**src/rtl/fifo_pkg.sv**
```systemverilog
// Shared types and helpers for the fifo_count FIFO family.
// Pointer/count sizing and wrap-aware pointer increment.
package fifo_pkg;

    typedef struct packed {
        logic empty;
        logic full;
        logic almost_empty;
        logic almost_full;
    } fifo_status_t;

    function automatic int cnt_w(input int depth);
        return $clog2(depth + 1);
    endfunction

    function automatic int ptr_w(input int depth);
        return $clog2(depth);
    endfunction

    // Explicit wrap so non-power-of-two depths never rely on overflow.
    function automatic int unsigned ptr_inc(
        input int unsigned ptr,
        input int unsigned depth
    );
        return (ptr >= depth - 32'd1) ? 32'd0 : ptr + 32'd1;
    endfunction

endpackage

```
**src/rtl/fifo_count_ram.sv**
```systemverilog
// DEPTH x WIDTH storage: synchronous write, async or registered read.
// Storage is never reset; only the registered read data is.
module fifo_count_ram
    import fifo_pkg::*;
#(
    parameter int WIDTH    = 8,
    parameter int DEPTH    = 4,
    parameter bit REG_READ = 1'b1
) (
    input  logic                    clk,
    input  logic                    rst,
    input  logic                    we,
    input  logic [ptr_w(DEPTH)-1:0] waddr,
    input  logic [WIDTH-1:0]        wdata,
    input  logic                    re,
    input  logic [ptr_w(DEPTH)-1:0] raddr,
    output logic [WIDTH-1:0]        rdata
);

    logic [WIDTH-1:0] mem [DEPTH];

    always_ff @(posedge clk) begin
        if (we) begin
            mem[waddr] <= wdata;
        end
    end

    generate
        if (REG_READ) begin : g_reg
            always_ff @(posedge clk) begin
                if (rst) begin
                    rdata <= '0;
                end else if (re) begin
                    rdata <= mem[raddr];
                end
            end
        end else begin : g_async
            assign rdata = mem[raddr];
        end
    endgenerate

endmodule

```
**src/rtl/fifo_count.sv**
```systemverilog
// Synchronous FIFO with occupancy count, almost flags and flush.
// Optional sticky overflow/underflow outputs under FIFO_ERR_FLAGS_EN.
module fifo_count
    import fifo_pkg::*;
#(
    parameter int WIDTH                  = 8,
    parameter int DEPTH                  = 4,
    parameter int FIRST_WORD_FALLTHROUGH = 0,
    parameter int AF_LEVEL               = DEPTH - 1,
    parameter int AE_LEVEL               = 1
) (
    input  logic                    clk,
    input  logic                    rst,
    input  logic                    flush,
    input  logic                    wr_en,
    input  logic [WIDTH-1:0]        din,
    output logic                    full,
    output logic                    almost_full,
    input  logic                    rd_en,
    output logic [WIDTH-1:0]        dout,
    output logic                    empty,
    output logic                    almost_empty,
`ifdef FIFO_ERR_FLAGS_EN
    output logic                    overflow,
    output logic                    underflow,
`endif
    output logic [cnt_w(DEPTH)-1:0] count
);

    localparam int PW = ptr_w(DEPTH);
    localparam int CW = cnt_w(DEPTH);
    localparam logic [CW-1:0] DEPTH_C = CW'(DEPTH);
    localparam logic [CW-1:0] AF_C    = CW'(AF_LEVEL);
    localparam logic [CW-1:0] AE_C    = CW'(AE_LEVEL);

    logic [PW-1:0]    head;
    logic [PW-1:0]    tail;
    logic [CW-1:0]    cnt;
    logic             blk;
    logic             rd_acc;
    logic             wr_acc;
    logic [WIDTH-1:0] rdata;
    fifo_status_t     st;

    always_comb begin
        st.empty        = (cnt == '0);
        st.full         = (cnt == DEPTH_C);
        st.almost_empty = (cnt <= AE_C);
        st.almost_full  = (cnt >= AF_C);
    end

    // Reset and flush both block acceptance of any request that cycle.
    assign blk    = rst || flush;
    assign rd_acc = rd_en && !st.empty && !blk;
    assign wr_acc = wr_en && (!st.full || rd_acc) && !blk;

    always_ff @(posedge clk) begin
        if (blk) begin
            head <= '0;
            tail <= '0;
            cnt  <= '0;
        end else begin
            if (wr_acc) begin
                tail <= PW'(ptr_inc(32'(tail), 32'(DEPTH)));
            end
            if (rd_acc) begin
                head <= PW'(ptr_inc(32'(head), 32'(DEPTH)));
            end
            case ({wr_acc, rd_acc})
                2'b10:   cnt <= cnt + CW'(1);
                2'b01:   cnt <= cnt - CW'(1);
                default: cnt <= cnt;
            endcase
        end
    end

`ifdef FIFO_ERR_FLAGS_EN
    always_ff @(posedge clk) begin
        if (blk) begin
            overflow  <= 1'b0;
            underflow <= 1'b0;
        end else begin
            if (wr_en && !wr_acc) begin
                overflow <= 1'b1;
            end
            if (rd_en && !rd_acc) begin
                underflow <= 1'b1;
            end
        end
    end
`endif

    fifo_count_ram #(
        .WIDTH    (WIDTH),
        .DEPTH    (DEPTH),
        .REG_READ (FIRST_WORD_FALLTHROUGH == 0)
    ) u_ram (
        .clk   (clk),
        .rst   (rst),
        .we    (wr_acc),
        .waddr (tail),
        .wdata (din),
        .re    (rd_acc),
        .raddr (head),
        .rdata (rdata)
    );

    assign dout = (FIRST_WORD_FALLTHROUGH != 0 && st.empty) ? '0 : rdata;

    assign count        = cnt;
    assign empty        = st.empty;
    assign full         = st.full;
    assign almost_empty = st.almost_empty;
    assign almost_full  = st.almost_full;

endmodule

```
**config.mk**
```make
export PLATFORM = sky130hd
export DESIGN_NAME = fifo_count
export DESIGN_NICKNAME = d
export VERILOG_FILES = /design/src/rtl/fifo_pkg.sv /design/src/rtl/fifo_count_ram.sv /design/src/rtl/fifo_count.sv
export SDC_FILE = /design/constraint.sdc
export NUM_CORES = 1
export LEC_CHECK = 0
export ABC_AREA = 1
export CAP_MARGIN = 30
export CORE_ASPECT_RATIO = 1.2
export CORE_MARGIN = 4
export CORE_UTILIZATION = 40
export CTS_CLUSTER_SIZE = 14
export DETAILED_ROUTE_END_ITERATION = 8
export PLACE_DENSITY = 0.63
export SYNTH_ARGS = -nofsm -noshare
export SYNTH_HDL_FRONTEND = slang
export SYNTH_SLANG_ARGS = --single-unit
```
**constraint.sdc**
```tcl
create_clock -name clk -period 1.55 [get_ports clk]
set_input_delay 0.2325 -clock clk [delete_from_list [all_inputs] [get_ports clk]]
set_output_delay 0.2325 -clock clk [all_outputs]
set_load 0.1 [all_outputs]
```
* Word-level counts from Yosys, hierarchy flattened *
Memory sizes are Yosys's and may differ from the RTL's. A register that Yosys moved wholly into a read port is not among the register bits.
Cells that the tools add are included.

cells by class
  $add $sub $neg = 4
  multipliers = 0
  div/mod/pow operators = 0
  order comparisons = 4
  equality and inequality tests = 3
  shifts and indexed selects = 0
  muxes and demuxes = 5
  bitwise logic cells = 0
  reduce and logical (&&, ||, !) cells = 11

operator list
  operator                                                        count
  one-hot mux 3 bit (2 select lines)                              1
  adder 2 x 1 -> 2 bit, second input constant                     2
  >= comparator 2 bit, second input constant                      2
  logical AND 1 bit                                               4
  two-way mux 2 bit                                               2
  adder 3 x 1 -> 3 bit, second input constant                     1
  equality test 3 bit, second input constant                      1
  >= comparator 3 x 2 -> 1 bit, second input constant             1
  less-or-equal comparator 3 x 1 -> 1 bit, second input constant  1
  zero test 1 bit                                                 3
  zero test 3 bit                                                 1
  subtractor 3 x 1 -> 3 bit, second input constant                1
  equality test 2 x 1 -> 1 bit, second input constant             1
  equality test 2 bit, second input constant                      1
  logical OR 1 bit                                                2
  two-way mux 1 bit                                               2
  nonzero test 2 bit                                              1

storage, ports and cells
  flip-flop bits (word level) = 7
  bits in latches = 0
  RAM bits = 32
  memory bits (read-only) = 0
  input bits = 13
  output and inout port bits = 15
  word-level logic and storage cells = 31
  memories kept = 1

memory list
  name       words  width  read ports  clocked after memory_dff  wr ports  RTL line              source
  u_ram.mem  4      8      1           1                         1         fifo_count_ram.sv:20  logic [WIDTH-1:0] mem [DEPTH];

* Logic depth before layout (Yosys ltp) *
Gate-level depths: netlist (run 1).

  word-level depth = 9
  mapped depth = 12

* By module *
From an unflattened synthesis (run 1), not the netlist that was laid out.

second synthesis, totals
  cell total of the unflattened synthesis = 203
  area total of the unflattened synthesis = 2,107.0 um^2

by module, submodules not included
  module          instances  cells each  area each (um^2)
  fifo_count_ram  1          127         1,559.0
  fifo_count      1          76          548.0

* Least setup slack after synthesis (run 1) *
No wires, ideal clock.

  kind = register to output
  from = register cnt[0], in the netlist count[0]
  to = output almost_full
  data arrival time = 3.344 ns
  slack = -2.027 ns
  stages on the path, launching flop included = 3
  buffers on the path = 0
  path through = dfxtp_1 inv_1 o21ai_0

on the way
  longest elaborated chain between the ends = 1

RTL lines
  what                          RTL line          source
  start, declared               fifo_count.sv:38  logic [CW-1:0] cnt;
  start signal, assigned        fifo_count.sv:70  2'b10: cnt <= cnt + CW'(1);
  start signal, assigned        fifo_count.sv:71  2'b01: cnt <= cnt - CW'(1);
  start signal, assigned        fifo_count.sv:72  default: cnt <= cnt;
  >= comparator 3 x 2 -> 1 bit  fifo_count.sv:49  st.almost_full = (cnt >= AF_C);
  end, declared                 fifo_count.sv:18  output logic almost_full,

Every way passes these cells.

* Worst setup path in the final report (run 1) *
  from = register cnt[1], in the netlist count[1]
  to = output almost_full

Same word-level chain as after synthesis.

==> impl_summary.md, run 1 <==
Synthesis
A synthesized cell averages 10.8 µm². The biggest area contributor in the post-synthesis netlist is sky130_fd_sc_hd__edfxtp_1. The post-synth design cell area is 2070 µm². After synthesis, the largest area contributor takes up 46.5% of total cell area. The warning count from the yosys run is 0.

Ranked by total cell area, the synthesized netlist is headed by sky130_fd_sc_hd__edfxtp_1 (47%), sky130_fd_sc_hd__dfxtp_1 (15%), sky130_fd_sc_hd__nand2_1 (8.7%). The share of synthesized area occupied by flip-flops and latches is 61.1%. The synthesized netlist contains 23 unique library cells. The flop and latch count out of synthesis is 47.

The instance count of the mapped netlist is 192. The number of nets handed over by synthesis was 215.

Drt
The pre-antenna-repair detailed-routing pass consisted of 4 iterations. For this block, the initial DRC count from the detailed router was 42. Dividing the detail-routed via count by the number of cells gives 4.72. The via total after detailed routing is 1429. The detailed-route DRC error count is 0. In the final routed layout, each cell accounts on average for 13.3 µm.

The aggregate routed wire length is 4.03 mm. The post-route antenna net violation count is 0.

Place
After legalization and detailed placement, the total HPWL measured 2.87 mm. Input and output buffers added on the ports amount to 27. In this run the cell area measured after placement is 2790 µm². At the end of routability-driven placement, the weighted congestion stood at 0.725. The number of placed cells counting well taps is 290. OpenSTA, run right after detailed placement, puts the worst setup slack at -202 ps.

STA
Setup repair after global routing could not meet its margin everywhere. The max-slew violation count is 0. Dividing the final minimum period by the clock period gives 104%. The actual transition at the worst max-transition pin is 319 ps. The headroom to the max-slew limit is 78.7%. Setup violations remaining at the end of the flow were counted as 1. After layout, the worst setup slack is -66.2 ps. Across all hold checks on the routed design, the worst slack comes to 507 ps.

After routing, the total negative slack on setup checks comes to -66.2 ps. The number of hold-slack violations in the final timing report is 0. The highest attainable clock frequency is 619 MHz. After layout, the minimum clock period comes to 1620 ps. The clock skew after layout is 8.91 ps.

Setup path
The worst setup path is captured at a primary output. The worst register-to-register path begins at count[1]. The worst-path cell with the longest stage delay is sky130_fd_sc_hd__dfxtp_4.

The highest cell delay on the worst timing path is 360 ps. Of all nets on the critical path, the largest fanout is 2. The type of the worst setup path is flip-flop to primary output. The critical path buffer and inverter count is 2.

The worst setup slack for register-to-register paths is 40 ps. The worst setup path is launched from a flip-flop. The first element of the critical path is count[1].

The required time at the worst-slack endpoint is 1320 ps. The most numerous cell type found on the critical path is sky130_fd_sc_hd__ha_4. For the worst setup path, the data arrival time is 1380 ps.

The family of cells with the greatest summed delay on the critical path is flip-flops. Walking the worst path, the cells encountered are buf_6 -> ha_4 -> ha_4 -> nor2_4 -> o21ai_2 -> buf_12.

Final layout
Cells with a size suffix above 1 make up 32.9% of the layout. The core occupancy in the finished layout is 59.4%. The layout net count is 265. The synthesis-to-finish area growth is 43.1%. Summing all non-filler instances in the final layout gives an area of 2960 µm². The total inserted antenna cells is 0. The finished layout holds 303 standard cells, fillers aside.

Global routing
The global-route wire length before repair is 6.62 mm. The total global-route track usage is 13.9%. Entering global routing, the biggest net connects 18 pins. The total global routing overflow is 0. The initial antenna violation count is 0. The via count of the first global-routing pass is 1419.

Status
The final reports fail on setup timing. The run finished, with violations left.

Power
The power per standard cell area is 805 nW/µm². The total leakage power is 1.13 nW. The worst-case IR drop observed on VDD is 0.000548 V. The total power is 2.38 mW.

Floorplan
The floorplan step defined a die boundary enclosing 6380 µm². The effective utilization at floorplan is 41.5%. The die is 86.7 µm tall. The I/O pin count is 28.

Row generation in the floorplan step produced 28 rows. The area of the core region is 4970 µm². Measured along the x axis, the die boundary spans 73.6 µm.

Clocking
TritonCTS built the clock tree. The clock net in this run drives a total of 47 sinks. The clock buffer count from CTS is 5. The root buffer cell is sky130_fd_sc_hd__clkbuf_8. The maximum buffer depth of the clock tree is 2. The deepest level of the CTS H-tree is 2. For this design, the CTS-stage hold fixing added 0 buffers. The clock reaches the later pin of the worst-skew pair after 300 ps. The clock input transition at the sequential cells of the worst setup and hold paths is 90 ps.

Hold path
The startpoint identified for the worst hold timing path is u_ram.rdata[6]. The tightest min-delay check is of the flip-flop to flip-flop type.

Flow run
Across the run, the number of max-cap violations was 0.
[flip-flops by register name, indices dropped and copies added (netlist names)]
| register | count |
|---|---|
| u_ram.mem | 32 |
| u_ram.rdata | 8 |
| count | 3 |
| head | 2 |
| tail | 2 |
[final timing paths]
path / endpoint / cells past startpoint
hold reg to reg: u_ram.rdata[6] / 2
hold / removal: u_ram.rdata[6] / 2
setup / recovery: almost_full / 6
setup reg to reg: u_ram.mem[3][0] / 7
[where the power goes]
group,total (mW),internal [mW],switching (mW),leakage [nW]
clock,0.733,0.324,0.409,0.0418
combinational,0.286,0.119,0.167,0.677
sequential,1.36,1.35,0.0109,0.413
[cell usage in the layout, fill, tap and decap left out]
master and count:
sky130_fd_sc_hd__dfxtp_1 12, sky130_fd_sc_hd__nand2_4 1, sky130_fd_sc_hd__nand2_1 48, sky130_fd_sc_hd__a21oi_1 1
sky130_fd_sc_hd__dfxtp_4 3, sky130_fd_sc_hd__inv_6 1, sky130_fd_sc_hd__xor2_1 1, sky130_fd_sc_hd__clkinv_1 1
sky130_fd_sc_hd__clkinvlp_4 3, sky130_fd_sc_hd__a21boi_0 1, sky130_fd_sc_hd__clkinv_4 1, sky130_fd_sc_hd__inv_1 10
sky130_fd_sc_hd__edfxtp_1 32, sky130_fd_sc_hd__clkbuf_1 1, sky130_fd_sc_hd__nand3_1 26, sky130_fd_sc_hd__o21ai_2 3
sky130_fd_sc_hd__ha_1 6, sky130_fd_sc_hd__nor2_2 1, sky130_fd_sc_hd__nand2_2 1, sky130_fd_sc_hd__ha_4 4
sky130_fd_sc_hd__clkbuf_8 5, sky130_fd_sc_hd__nor2_1 8, sky130_fd_sc_hd__a21oi_2 1, sky130_fd_sc_hd__o21ai_1 4
sky130_fd_sc_hd__buf_4 15, sky130_fd_sc_hd__nor2_4 6, sky130_fd_sc_hd__buf_6 2, sky130_fd_sc_hd__nand3_2 8
sky130_fd_sc_hd__inv_4 2, sky130_fd_sc_hd__buf_12 19, sky130_fd_sc_hd__inv_2 2, sky130_fd_sc_hd__nand3_4 2
sky130_fd_sc_hd__clkdlybuf4s50_1 12
[what timing repair did]
item	4_1_cts	5_1_grt
buffers inserted	5	0
pin swaps	1	1
gates cloned	0	0
resized for setup	7	2
setup endpoints to repair	2	14
[cells in the mapped netlist, drive strengths merged]
cell / number
edfxtp: 32
clkinv: 2
nor2: 15
o21ai: 7
inv: 16
a21oi: 2
dfxtp: 15
ha: 10
xor2: 1
a21boi: 1
nand2: 50
buf: 5
nand3: 36
[worst reg2reg max path: cells and delay by family (launching register included)]
family,cells,cell delay (ps)
adders and majority gates,1,170
buffers and inverters,3,360
and+or+nand+nor,3,330
DFF,1,370
[per-layer routing]
| metal | vias up | share of wire [%] | track usage (%) |
|---|---|---|---|
| li1 | 740 | - | - |
| met1 | 657 | 42 | 17.3 |
| met2 | 26 | 51 | 22.8 |
| met3 | 6 | 4.9 | 3.36 |
| met4 | 0 | 2.0 | 5.93 |
| met5 | - | 0 | 0 |
[cell type report]
type	count	area [µm²]
fillers	405	2020
flip-flops and latches	47	1270
multi-input cells	122	798
repair buffers	48	636
inverters	18	85.1
well taps	60	75.1
clock buffers	6	72.6
clock inverters	2	16.3
[cells by family after synthesis]
logic type | share of synthesized area, %
DFF | 61.1
adders and majority gates | 6.06
and+or+nand+nor | 24.2
buffers and inverters | 5.57
xor gates and xnor gates | 0.424
AOI/OAI and AO/OA | 2.73
No activity file was read; power rests on OpenSTA's default activity.
==> run 2, diff against run 1 <==
- CORE_UTILIZATION: 40 -> 42
- HOLD_SLACK_MARGIN: default -> 0.05
- PLACE_DENSITY: 0.63 -> 0.65
==> impl_summary.md, run 2 (same netlist as run 1, synthesis figures left out) <==
Final layout
The total of fill cells in the finished design is 348 (-14%). The register with the most flip-flops in the final layout is u_ram.mem. The total inserted antenna cells is 0 (unchanged). Leaving out fill and tap cells, the most frequent cells in the layout are sky130_fd_sc_hd__nand2_1 (48), sky130_fd_sc_hd__edfxtp_1 (32), sky130_fd_sc_hd__nand3_1 (25), sky130_fd_sc_hd__buf_4 (20), sky130_fd_sc_hd__buf_12 (17).

The layout net count is 269 (+1.5%). The synthesis-to-finish area growth is 44.8%. The post-route non-filler standard cell count is 305 (+0.66%). The share of final-layout standard cells stronger than drive strength 1 is 35.2% (+2.3 points).

Leaving out fill and tap cells, the most frequent cell in the layout is sky130_fd_sc_hd__nand2_1. The flip-flop count of the largest register after layout is 32 (unchanged).

Drt
The mean routed wirelength per cell is 13.1 µm (-1.2%). The via total after detailed routing is 1459 (+2.1%). The aggregate routed wire length was 4.01 mm (-0.55%).

The detailed-route DRC error count is 0 (unchanged). The number of detailed-routing iterations run before antenna repair came to 4 (unchanged). The post-route antenna net violation count came to 0 (unchanged).

The number of DRC markers in iteration 0 is 50 (+19%). The via count normalized by instance count came to 4.78 (+1.4%).

Floorplan
The die width is 72.0 µm (-2.1%). The chip height is 84.8 µm (-2.2%). The effective utilization at floorplan came to 44.3% (+2.8 points). The full die area is 6110 µm² (-4.3%). The area of the core region is 4660 µm² (-6.3%). The I/O pin count is 28 (unchanged).

The number of rows created at floorplan came to 27 (-3.6%).

Place
The final weighted congestion in routability-driven placement is 0.732 (+0.91%). The count of buffers inserted at the top-level ports is 27 (unchanged). The sum of net half-perimeters after detailed placement was 2.92 mm (+1.6%). The number of placed cells counting well taps is 290 (unchanged).

Hold path
The worst hold path begins at u_ram.rdata[3]. In this run the worst hold path is classified as flip-flop to flip-flop.

Setup path
In this run the worst setup path begins at count[1]. The worst setup path is launched from a flip-flop. The endpoint class of the critical path is a primary output.

The worst register-to-register path begins at count[1]. The type of the worst setup path is flip-flop to primary output. The largest fanout on the critical path is 2 (unchanged). The worst setup slack for register-to-register paths came to 20 ps (-20 ps). The arrival time at the worst endpoint is 1380 ps (about the same).

The required time at the worst-slack endpoint came to 1320 ps (about the same).

Power
The power per standard cell area is 845 nW/µm² (+5.0%). The total leakage power is 1.16 nW (+2.5%). The maximum vdd ir drop is 0.000543 V (-0.75%). The total power is 2.53 mW (+6.3%).

STA
The clock skew after layout is 7.32 ps (-1.59 ps). The post-route worst setup slack is -64.5 ps (+1.65 ps). The max-slew violation count is 0 (unchanged). The smallest hold slack is 511 ps (+4.90 ps).

The number of setup violations in the final report came to 3 (+2). The shortest period the worst path allows was 1610 ps (-1.65 ps). The highest attainable clock frequency is 619 MHz (+0.10%).

Setup repair after global routing could not meet its margin everywhere. The share of the clock period used by the worst path was 104% (-0.11 points). The actual transition at the worst max-transition pin is 301 ps (-17.9 ps).

The final total negative setup slack is -79.4 ps (-13.2 ps). The number of hold-slack violations in the final timing report came to 0 (unchanged). The headroom to the max-slew limit is 79.9% (+1.2 points).

Clocking
The clock buffer count from CTS is 5 (unchanged). The root buffer cell is sky130_fd_sc_hd__clkbuf_8. The clock latency on the worst-skew pair came to 290 ps (about the same). The number of clock sinks came to 47 (unchanged). The deepest level of the CTS H-tree came to 2 (unchanged).

The clock input transition at the sequential cells of the worst setup and hold paths is 80 ps (about the same). The TritonCTS clock tree is done. The maximum buffer depth of the clock tree is 2 (unchanged).

Status
The checks that failed: setup timing. The flow ran to the end, but the final reports show violations.

Global routing
The via count of the first global-routing pass was 1455 (+2.5%). The total global routing overflow is 0 (unchanged). The pin count of the biggest net entering global routing came to 18 (unchanged). The initial antenna violation count was 0 (unchanged). The total global-route track usage is 14.4% (+0.46 points). The global-route wire length before repair is 6.84 mm (+3.3%).

Flow run
The number of max-cap violations is 0 (unchanged).
[run 2: layout make-up]
cell class                 count  area (µm²)  area share [%]
inverter                      18        85.1            2.84
tap                           58        72.6            2.43
multi-input combinational    122         807            27.0
clock inverter                 2        37.5            1.25
clock buffer                   6        72.6            2.43
sequential                    47        1270            42.5
timing repair buffer          52         644            21.5
[run 2: metrics by stage]
step	worst slack (ps)	util, %	cell area (µm²)
after floorplan	-244	-	2160
after global placement	-166	59.2	2760
after detailed placement	-242	59.2	2760
after CTS	-88.8	63.7	2970
after global routing	-130	64.2	2990
final	-64.5	64.2	2990
[run 2: what timing repair did]
item | 4_1_cts | 5_1_grt
buffers inserted | 6 | 1
gates resized for setup | 8 | 6
pin swaps | 10 | 3
setup endpoints to repair | 3 | 35
hold buffers | 0 | 0
[run 2: where the power goes]
part | leakage (nW) | switching [mW] | internal [mW]
Clock | 0.0514 | 0.394 | 0.481
Combinational | 0.696 | 0.169 | 0.123
Sequential | 0.413 | 0.0116 | 1.35
[run 2: critical path, stage by stage, from the launching register on]
cell and delay, ps:
sky130_fd_sc_hd__dfxtp_4 350, sky130_fd_sc_hd__buf_6 120, sky130_fd_sc_hd__ha_4 150, sky130_fd_sc_hd__ha_4 150
sky130_fd_sc_hd__nor2_4 80, sky130_fd_sc_hd__o21ai_2 70, sky130_fd_sc_hd__buf_12 170
[run 2: path summary, 6_finish.rpt]
kind,end,cells past startpoint
worst max-delay path,almost_full,6
worst min-delay path,u_ram.rdata[3],2
worst max register to register,u_ram.mem[3][0],7
worst min register to register,u_ram.rdata[3],2
[run 2: layer usage]
layer / vias up / track usage [%] / wire length, µm
met1: 678 / 17.6 / 1720
met3: 2 / 3.91 / 143
met4: 0 / 3.08 / 19
li1: 755 / - / -
met2: 24 / 25.2 / 2130
met5: - / 0 / 0
==> run 3, diff against run 2 <==
- RECOVER_POWER: default -> 100
- REMOVE_ABC_BUFFERS: default -> 1
- SETUP_SLACK_MARGIN: default -> 0.3
==> impl_summary.md, run 3 (same netlist as run 1, synthesis figures left out) <==
Global routing
The via count of the first global-routing pass is 1368 (-6.0%). The total global-route track usage is 14.3% (-0.12 points). The routing usage on met2 is 24.2% (-0.92 points).

The initial antenna violation count is 0 (unchanged). The pin count of the biggest net entering global routing is 18 (unchanged). met2 is the most crowded layer. The met3 global-route usage was 4.03% (+0.12 points). The global routing usage on met1 came to 17.1% (-0.51 points). The global-route wire length before repair is 6.62 mm (-3.2%). The total global routing overflow is 0 (unchanged).

Final layout
The register bank with the most flops is u_ram.mem. The library cells used most frequently in the layout, excluding fill and tap cells, are sky130_fd_sc_hd__nand2_1 (49), sky130_fd_sc_hd__nand3_1 (32), sky130_fd_sc_hd__edfxtp_1 (32), sky130_fd_sc_hd__buf_4 (17), sky130_fd_sc_hd__inv_1 (14). The most common cell after layout, fill and taps aside is sky130_fd_sc_hd__nand2_1. The core occupancy in the finished layout is 56.4% (-7.8 points). The synthesis-to-finish area growth is 27.3%. The share of final-layout standard cells stronger than drive strength 1 is 25.8% (-9.4 points). The flip-flop count of the largest register after layout was 32 (unchanged). The layout net count came to 266 (-1.1%). The total inserted antenna cells was 0 (unchanged).

Drt
The via count normalized by instance count is 4.73 (-1.2%). The post-route antenna net violation count came to 0 (unchanged). The via total after detailed routing came to 1428 (-2.1%). The number of DRC markers in iteration 0 is 88 (+76%).

The detailed-route DRC error count is 0 (unchanged). The number of detailed-routing iterations run before antenna repair is 4 (unchanged). The mean routed wirelength per cell came to 13.5 µm (+2.8%). The aggregate routed wire length is 4.08 mm (+1.8%).

STA
The clock skew after layout was 8.10 ps (+0.786 ps). The post-route worst setup slack came to -29.2 ps (+35.4 ps). Setup repair after global routing could not meet its margin everywhere. The number of setup violations in the final report is 1 (-2). The number of hold-slack violations in the final timing report came to 0 (unchanged). The headroom to the max-slew limit was 62.7% (-17 points). The actual transition at the worst max-transition pin is 561 ps (+260 ps). The share of the clock period used by the worst path came to 102% (-2.3 points). The highest attainable clock frequency was 633 MHz (+2.2%).

The max-slew violation count is 0 (unchanged). The shortest period the worst path allows came to 1580 ps (-35.4 ps).

Hold path
The worst-case hold path end point is u_ram.rdata[2]. The instance count along the most critical hold path came to 2 (unchanged). The startpoint of the worst hold path is u_ram.rdata[2]. The classification of the worst-slack hold path is flip-flop to flip-flop.

Setup path
The critical path in this run is classified as flip-flop to primary output. The required time at the worst-slack endpoint is 1320 ps (about the same). The critical path starts at count[0]. The endpoint of the lowest-slack register-to-register path is u_ram.mem[1][0]. The arrival time at the worst endpoint is 1350 ps (-30 ps). The largest fanout on the critical path is 2 (unchanged). The startpoint kind of the worst setup timing path is a flip-flop.

The number of cells on the worst reg-to-reg path is 7 (unchanged). The worst setup slack for register-to-register paths is 40 ps (+20 ps). The endpoint class of the critical path is a primary output. The critical register-to-register path startpoint is count[0].

Power
The power per standard cell area is 865 nW/µm² (+2.4%). The maximum vdd ir drop is 0.000556 V (+2.2%). The total power is 2.28 mW (-9.9%). The total leakage power came to 1.10 nW (-5.2%).

Place
The sum of net half-perimeters after detailed placement is 3.12 mm (+6.9%). The count of buffers inserted at the top-level ports is 27 (unchanged). The final weighted congestion in routability-driven placement is 0.845 (+15%).

Clocking
The clock input transition at the sequential cells of the worst setup and hold paths is 80 ps (about the same). The deepest level of the CTS H-tree was 2 (unchanged). The clock latency on the worst-skew pair came to 290 ps (about the same). The clock buffer count from CTS is 5 (unchanged).

The root buffer cell is sky130_fd_sc_hd__clkbuf_8. The TritonCTS clock tree is done. The hold buffer count at cts was 0 (unchanged).

The number of clock sinks is 47 (unchanged). The maximum buffer depth of the clock tree is 2 (unchanged).

Floorplan
The effective utilization at floorplan is 44.3% (unchanged). The number of rows created at floorplan is 27 (unchanged). The full die area is 6110 µm² (unchanged).

The die width is 72.0 µm (unchanged). The area of the core region is 4660 µm² (unchanged). The chip height is 84.8 µm (unchanged).

The I/O pin count came to 28 (unchanged).

Flow run
The number of max-cap violations is 0 (unchanged).

Status
The run finished, with violations left. The final reports fail on setup timing.
-- run 3: layout make-up --
class,count,area (µm²)
Fill cell,406,2030
Sequential cell,47,1270
Multi-Input combinational cell,122,718
Timing Repair Buffer,49,423
Clock buffer,7,76.3
Tap cell,58,72.6
Inverter,18,67.6
Clock inverter,1,5.00
-- run 3: routing by layer --
| layer | up-vias | share of wire [%] | wire, µm |
|---|---|---|---|
| li1 | 746 | - | - |
| met3 | 4 | 3.5 | 143 |
| met5 | - | 0 | 0 |
| met4 | 0 | 1.3 | 53 |
| met2 | 33 | 49 | 2020 |
| met1 | 645 | 46 | 1870 |
-- run 3: report_power, final --
part	total [mW]	switching [mW]	leakage [nW]	internal, mW
logic	0.249	0.161	0.646	0.0881
clock network	0.668	0.352	0.0422	0.316
registers	1.36	0.00722	0.412	1.35
-- run 3: metrics by stage --
stage	std cells	cell area (µm²)	setup slack (ps)	setup TNS, ps	hold WS (ps)
after floorplan	187	2020	-2030	-43910	331
after global placement	289	2640	-138	-4660	492
after detailed placement	289	2640	-201	-5800	497
after CTS	299	2810	-64.2	-64.2	510
after global routing	302	2630	-82.6	-1740	498
final	302	2630	-29.2	-29.2	468
-- run 3: worst max path at each step --
stage               depth (start not counted)  slack (ps)              end
floorplan                                   2       -2030      almost_full
global placement                            7        -140  u_ram.mem[1][5]
detailed placement                          8        -200         count[2]
CTS                                         6         -60      almost_full
global route                                6         -80      almost_full
finish                                      6         -30      almost_full
-- run 3: what timing repair did --
item                       in CTS  in global routing
setup endpoints to repair      52                 54
gates resized for setup        20                  6
setup buffers                   2                  3
cloned                          0                  0
pin swaps                       2                  2
-- run 3: critical path, cell delays in order (launching register included) --
cell and delay [ps]:
sky130_fd_sc_hd__dfxtp_2 330, sky130_fd_sc_hd__buf_6 110, sky130_fd_sc_hd__ha_4 150, sky130_fd_sc_hd__ha_4 150, sky130_fd_sc_hd__nor2_4 70, sky130_fd_sc_hd__o21ai_2 70, sky130_fd_sc_hd__buf_12 170
